## src/rtl/cp0_unit.sv

```systemverilog
// Coprocessor 0 for the P7 pipeline: holds SR, Cause, EPC and PRId. It raises
// the exception/interrupt flush request and serves mfc0, mtc0 and eret.
module cp0_unit #(
    parameter logic [31:0] PRID_VALUE = 32'h0000_0007
) (
    input  logic        clk,
    input  logic        reset,
    input  logic        en,
    input  logic [4:0]  CP0Add,
    input  logic [31:0] CP0In,
    output logic [31:0] CP0Out,
    input  logic [31:0] VPC,
    input  logic        BDIn,
    input  logic [4:0]  ExcCodeIn,
    input  logic [5:0]  HWInt,
    input  logic        EXLClr,
    output logic [31:0] EPCOut,
    output logic        Req
);

    localparam logic [4:0] ADDR_SR    = 5'd12;
    localparam logic [4:0] ADDR_CAUSE = 5'd13;
    localparam logic [4:0] ADDR_EPC   = 5'd14;
    localparam logic [4:0] ADDR_PRID  = 5'd15;

    logic [5:0]  r_im;
    logic        r_exl;
    logic        r_ie;
    logic        r_bd;
    logic [5:0]  r_ip;
    logic [4:0]  r_exccode;
    logic [31:0] r_epc;

    logic        w_int_req;
    logic        w_exc_req;
    logic        w_req;
    logic        w_wr_sr;
    logic        w_wr_epc;
    logic [31:0] w_victim_pc;

    // Requests are gated by reset so nothing is taken during the reset cycle.
    assign w_int_req = (|(HWInt & r_im)) & r_ie & ~r_exl & ~reset;
    assign w_exc_req = (ExcCodeIn != 5'd0) & ~r_exl & ~reset;
    assign w_req     = w_int_req | w_exc_req;
    assign Req       = w_req;

    assign w_wr_sr     = en & (CP0Add == ADDR_SR);
    assign w_wr_epc    = en & (CP0Add == ADDR_EPC);
    assign w_victim_pc = BDIn ? (VPC - 32'd4) : VPC;

    always_ff @(posedge clk) begin
        if (reset) begin
            r_im      <= '0;
            r_exl     <= 1'b0;
            r_ie      <= 1'b0;
            r_bd      <= 1'b0;
            r_ip      <= '0;
            r_exccode <= '0;
            r_epc     <= '0;
        end else begin
            r_ip <= HWInt;
            if (w_req) begin
                // Flushed instruction: its mtc0 and any eret are dropped.
                r_exl     <= 1'b1;
                r_bd      <= BDIn;
                r_exccode <= w_int_req ? 5'd0 : ExcCodeIn;
                r_epc     <= {w_victim_pc[31:2], 2'b00};
            end else begin
                if (w_wr_sr) begin
                    r_im  <= CP0In[15:10];
                    r_ie  <= CP0In[0];
                    r_exl <= EXLClr ? 1'b0 : CP0In[1];
                end else if (EXLClr) begin
                    r_exl <= 1'b0;
                end
                if (w_wr_epc) begin
                    r_epc <= {CP0In[31:2], 2'b00};
                end
            end
        end
    end

    always_comb begin
        CP0Out = '0;
        case (CP0Add)
            ADDR_SR:    CP0Out = {16'd0, r_im, 8'd0, r_exl, r_ie};
            ADDR_CAUSE: CP0Out = {r_bd, 15'd0, r_ip, 3'd0, r_exccode, 2'd0};
            ADDR_EPC:   CP0Out = r_epc;
            ADDR_PRID:  CP0Out = PRID_VALUE;
            default:    CP0Out = '0;
        endcase
    end

    assign EPCOut = r_epc;

endmodule
```

## config.mk

```make
export PLATFORM = sky130hd
export DESIGN_NAME = cp0_unit
export DESIGN_NICKNAME = d
export VERILOG_FILES = /design/src/rtl/cp0_unit.sv
export SDC_FILE = /design/constraint.sdc
export NUM_CORES = 1
export LEC_CHECK = 0
export ABC_AREA = 1
export CAP_MARGIN = 20
export CORE_ASPECT_RATIO = 0.75
export CORE_MARGIN = 4
export CORE_UTILIZATION = 62
export DETAILED_ROUTE_END_ITERATION = 10
export DONT_BUFFER_PORTS = 1
export PLACE_DENSITY_LB_ADDON = 0.08
export SYNTH_ARGS = -nofsm -noshare
export SYNTH_HDL_FRONTEND = slang
export SYNTH_SLANG_ARGS = --single-unit
```

## constraint.sdc

```tcl
create_clock -name clk -period 2.5 [get_ports clk]
set_clock_uncertainty 0.2 [all_clocks]
set_input_delay 0.375 -clock clk [delete_from_list [all_inputs] [get_ports clk]]
set_output_delay 0.375 -clock clk [all_outputs]
set_load 0.01 [all_outputs]
```

### After elaboration in Yosys (flattened, before gate mapping)

Index checks and enable logic that the tools add are counted.

| cells by class | value |
|---|---|
| add/sub/neg operators | 1 |
| equality and inequality tests | 4 |
| mux-type cells | 9 |
| bitwise logic cells | 12 |
| reduce and logical (&&, ||, !) cells | 5 |

Operators by type and width:

| operator | count |
|---|---|
| $pmux 32 s4 | 1 |
| $mux 32 | 3 |
| $sub 32x3->32 const B | 1 |
| $eq 5x4->1 const B | 4 |
| $and 1x1->1 | 7 |
| $and 6x6->6 | 1 |
| $reduce_or 6->1 | 1 |
| $mux 5 | 1 |
| $reduce_bool 5->1 | 1 |
| $mux 1 | 4 |
| $not 1->1 | 3 |
| $reduce_bool 3->1 | 1 |
| $reduce_and 2->1 | 1 |
| $reduce_bool 2->1 | 1 |
| $or 1x1->1 | 1 |

| word-level totals | value |
|---|---|
| flip-flop bits (word level) | 50 |
| input bits | 85 |
| output and inout bits | 65 |
| logic and storage cells | 38 |

### Longest topological paths before layout

| depth | value |
|---|---|
| word-level depth | 8 |
| mapped depth | 12 |

### Least setup slack after synthesis

Ideal clock, no wire load.

| timing path | value |
|---|---|
| kind | input to output |
| from | input port CP0Add[3] |
| to | output port CP0Out[3] |
| arrival | 1.172 ns |
| slack | 0.753 ns |
| cell stages on the path | 6 |
| path buffers | 1 |
| cells stage by stage | nand2_1 nor2_1 nand2_1 inv_1 clkbuf_1 a22o_1 |

| on the way | value |
|---|---|
| cells in the longest elaborated chain, start to end | 2 |

Ends and longest elaborated chain:

| item | line | text |
|---|---|---|
| from (decl) | 9 | `input logic [4:0] CP0Add,` |
| $eq 5x4->1 | 85 | `case (CP0Add)` |
| $pmux 32 s4 * | 85 |  |
| to (decl) | 11 | `output logic [31:0] CP0Out,` |

Every way passes the cells marked *; elsewhere a longest branch is shown, timed or not.

### Worst setup path after layout

| timing path | value |
|---|---|
| from | input port HWInt[4] |
| to | output port Req |

| on the way | value |
|---|---|
| cells in the longest elaborated chain, start to end | 6 |

Ends and longest elaborated chain:

| item | line | text |
|---|---|---|
| from (decl) | 15 | `input logic [5:0] HWInt,` |
| $and 6x6->6 | 42 | `assign w_int_req = (\|(HWInt & r_im)) & r_ie & ~r_exl & ~reset;` |
| $reduce_or 6->1 | 42 |  |
| $and 1x1->1 (3 in series) | 42 |  |
| $or 1x1->1 | 44 | `assign w_req = w_int_req \| w_exc_req;` |
| to (decl) | 18 | `output logic Req` |

Every way passes these cells.

==> summary.txt <==
Outcome
  • Status: completed

Global route
  • Largest net degree at the start of global routing: 38
  • Wire length of the first global-routing pass: between 15000 and 20000 um
  • Global-route usage over all layers: 0.296
  • Vias in the first global route: between 3000 and 4000
  • Antenna violations before repair: 0
  • GR Overflow Total: 0

STA
  • Period utilization: 0.965
  • Setup Viol. Count Final: 0
  • Hold Vio Cnt, Final: 0
  • Total count of max-transition violations in the final report: 0
  • Final sum of negative setup slack: 0 ps
  • Minimum period implied by the final worst setup slack: roughly 2400 ps
  • Max frequency: just over 400 MHz
  • RSZ-0062 raised after global routing: no

Yosys
  • Fraction of the yosys area taken by sequential cells: 0.285
  • Synth Warn #: 0
  • Flip-flop and latch count after synthesis: 50
  • Post-synthesis average cell area: between 5 and 6 um^2
  • Synth async-reset ratio: 0
  • Top FF cell, synth: sky130_fd_sc_hd__dfxtp_1
  • Total standard cell area after synthesis: 3510 um^2
  • Post-Synthesis Cells: ~600
  • Synth unique cells: 34
  • Number of synthesized flops with an enable pin: 0

Job
  • Reported max-cap violation count: 0

Place
  • Post-DP Area: 3480 um^2
  • Detailed Place HPWL: 7930 um
  • Count of port buffers added during placement: 0
  • Placed Cells: around 640
  • Final estimated routing congestion in global placement: 0.949

Floorplan
  • CORE AREA: approximately 5400 um^2
  • Number of top-level pins: 150
  • Initial Utilization: 0.649
  • Standard-cell row count: 23
  • Die outline height: about 73 um
  • Die X: between 90 and 100 um
  • Die Area: just under 7000 um^2

Drt
  • Detail-routed net length per standard cell: approximately 16 um
  • Total vias in the final route: about 3700
  • Post-route antenna net violation count: 0
  • Via count normalized by instance count: between 5 and 6
  • Post-route DRC violation count: 0
  • Post-Route WL: around 11000 um
  • Number of optimization iterations in the first detailed-route pass: 6
  • Number of violations reported at the end of detailed-routing iteration 0: 242

Pwr
  • Leak: between 1.5 and 2 nW
  • Power per cell area: slightly below 500 nW/um^2
  • Total power draw: 1.82 mW
  • Peak VDD IR: about 370 uV

Critical path
  • Signal arrival time at the worst endpoint: approximately 1800 ps
  • Type of the worst setup path: input port to primary output
  • Terminus of the critical flop-to-flop path: EPCOut[2]$_SDFFE_PP0P_
  • Type of element capturing the critical path: primary output
  • Data required time at the worst endpoint: around 1900 ps
  • Reg2reg path depth: 11
  • Reg2Reg Launch Point: r_im[1]$_SDFFE_PP0P_
  • Slowest stage delay, CP: 540 ps
  • Worst Path Max Fanout: 33
  • Kind of start point of the critical path: input port
  • Register-to-register path setup slack: approximately 430 ps
  • Worst-path cell chain: dlygate4sd3_1 -> inv_1 -> o21ai_0 -> inv_1 -> nand2_1 -> nand2_1 -> a21oi_4 -> buf_6
  • Highest-delay cell along the critical path: sky130_fd_sc_hd__dlygate4sd3_1

CTS
  • CTS tree: yes
  • Worst-skew pair later-pin latency: between 300 and 400 ps
  • Number of H-tree levels: 2
  • Clock-pin slew on the worst setup and hold paths: about 100 ps
  • Maximum clock path buffer count: 2
  • Number of buffers inserted during clock tree synthesis: 5
  • Clock root buffer: sky130_fd_sc_hd__clkbuf_8
  • TritonCTS sink count: 50

Min path
  • Hold wc startpoint: ExcCodeIn[2]
  • Endpoint of the worst hold-timing path: r_exccode[2]$_SDFFE_PP0P_
  • Hold crit path type: input port to flop
  • Worst hold stages: 2

Cells and area
  • Post-route core utilization: 0.683
  • Final net count: between 600 and 700
  • Final Cell Area: between 3000 and 4000 um^2
  • Number of non-filler instances in the completed layout: 660
  • Layout cells sized above 1: 0.0598
  • Number of antenna cells inserted: 0
  • Synth-to-Final Area Change: 5.28%
==> what timing repair did <==
action / CTS / global route
endpoints found under the setup margin: 0 / 1
gates resized for setup: 0 / 1
buffers inserted: 0 / 0
hold endpoints to repair: 37 / 1
hold buffers: 8 / 1
==> Yosys cell counts (6+ instances only) <==
master / instances / share of area
sky130_fd_sc_hd__xor2_1: 16 / 0.040
sky130_fd_sc_hd__a21oi_1: 28 / 0.040
sky130_fd_sc_hd__inv_1: 74 / 0.079
sky130_fd_sc_hd__nor2_1: 109 / 0.12
sky130_fd_sc_hd__nand4_1: 9 / 0.016
sky130_fd_sc_hd__dfxtp_1: 50 / 0.29
sky130_fd_sc_hd__nand2_1: 164 / 0.18
sky130_fd_sc_hd__clkbuf_1: 10 / 0.011
sky130_fd_sc_hd__nand3_1: 26 / 0.037
sky130_fd_sc_hd__o21ai_1: 6 / 0.0086
sky130_fd_sc_hd__buf_4: 10 / 0.021
sky130_fd_sc_hd__o21ai_0: 40 / 0.057
==> layout make-up <==
cell class,count,area (um^2)
tap,75,93.8
fill,546,1720
inverter,76,285
timing repair buffer,13,134
clock inverter,2,37.5
clock buffer,6,72.6
sequential,50,1000
multi-input combinational,438,2070
==> worst max-delay path by stage <==
stage,start,to,cells after the start
2_1_floorplan,CP0Add[3],CP0Out[3],6
3_3_place_gp,HWInt[3],EPCOut[2]$_SDFFE_PP0P_,11
3_5_place_dp,HWInt[2],EPCOut[2]$_SDFFE_PP0P_,11
4_1_cts,HWInt[4],Req,8
5_1_grt,HWInt[4],Req,8
6_report,HWInt[4],Req,8
==> where the power goes <==
| group | leakage [nW] | internal, mW | switching, mW | total [mW] |
|---|---|---|---|---|
| combinational | 1.12 | 0.113 | 0.200 | 0.313 |
| clock | 0.0514 | 0.299 | 0.289 | 0.588 |
| sequential | 0.412 | 0.856 | 0.0642 | 0.920 |
==> metal layers <==
layer | vias to the layer above | part of all wire | track usage
li1 | 1814 | - | -
met1 | 1653 | 0.43 | 0.392
met2 | 191 | 0.45 | 0.463
met3 | 13 | 0.11 | 0.0948
met4 | 0 | 0.010 | 0.0816
met5 | - | 0 | 0
==> critical path: cells and delay by family <==
| kind | cells | cell delay [ps] |
|---|---|---|
| AOI/OAI and AO/OA | 2 | 280 |
| and+or+nand+nor | 2 | 240 |
| buffers and inverters | 4 | 910 |
==> sequential cells by signal (all words and copies together), names as in the netlist <==
name,cells
r_ip,6
EPCOut,30
r_exl,1
r_exccode,5
r_ie,1
r_bd,1
r_im,6
==> cell usage in the layout (no fill, tap or decap) <==
cell and instances:
sky130_fd_sc_hd__o211ai_1 1, sky130_fd_sc_hd__xnor2_1 4, sky130_fd_sc_hd__nand2_2 4, sky130_fd_sc_hd__buf_12 1
sky130_fd_sc_hd__a21oi_1 28, sky130_fd_sc_hd__nand3_2 1, sky130_fd_sc_hd__nand2_1 164, sky130_fd_sc_hd__ha_1 1
sky130_fd_sc_hd__a21oi_4 1, sky130_fd_sc_hd__inv_2 2, sky130_fd_sc_hd__buf_4 3, sky130_fd_sc_hd__a22o_1 2
sky130_fd_sc_hd__conb_1 2, sky130_fd_sc_hd__o21ai_0 40, sky130_fd_sc_hd__xor2_1 16, sky130_fd_sc_hd__clkinvlp_4 1
sky130_fd_sc_hd__nor2_1 109, sky130_fd_sc_hd__dfxtp_1 50, sky130_fd_sc_hd__clkbuf_1 1, sky130_fd_sc_hd__nor2_4 4
sky130_fd_sc_hd__o21bai_1 1, sky130_fd_sc_hd__bufinv_16 1, sky130_fd_sc_hd__nor3_2 2, sky130_fd_sc_hd__a31o_2 1
sky130_fd_sc_hd__nor3b_1 1, sky130_fd_sc_hd__buf_6 1, sky130_fd_sc_hd__nand2_4 2, sky130_fd_sc_hd__dlygate4sd3_1 8
sky130_fd_sc_hd__clkbuf_8 5, sky130_fd_sc_hd__nand4_1 9, sky130_fd_sc_hd__nand3_1 26, sky130_fd_sc_hd__nor3b_4 1
sky130_fd_sc_hd__nor3_1 1, sky130_fd_sc_hd__o31ai_1 1, sky130_fd_sc_hd__o21ai_1 6, sky130_fd_sc_hd__nor2_2 5
sky130_fd_sc_hd__o221ai_1 5, sky130_fd_sc_hd__inv_1 74
==> logic make-up (layout without fill, tap and decap cells) <==
kind of cell	after synthesis	in the layout	synth area share
buf+inv	101	97	0.126
compound gates	86	86	0.137
xor+xnor	20	20	0.0499
simple gates	329	329	0.398
flops	50	50	0.285
other cells	1	2	0.00107
fa+ha+maj	1	1	0.00356
==> metrics by stage <==
stage	hold slack [ps]	setup WS, ps
after floorplan	224	753
after global placement	239	483
after detailed placement	249	443
final	5.52	88.1
after global routing	13.7	16.8
after CTS	4.42	54.2
Power figures use the tool's default switching activity.
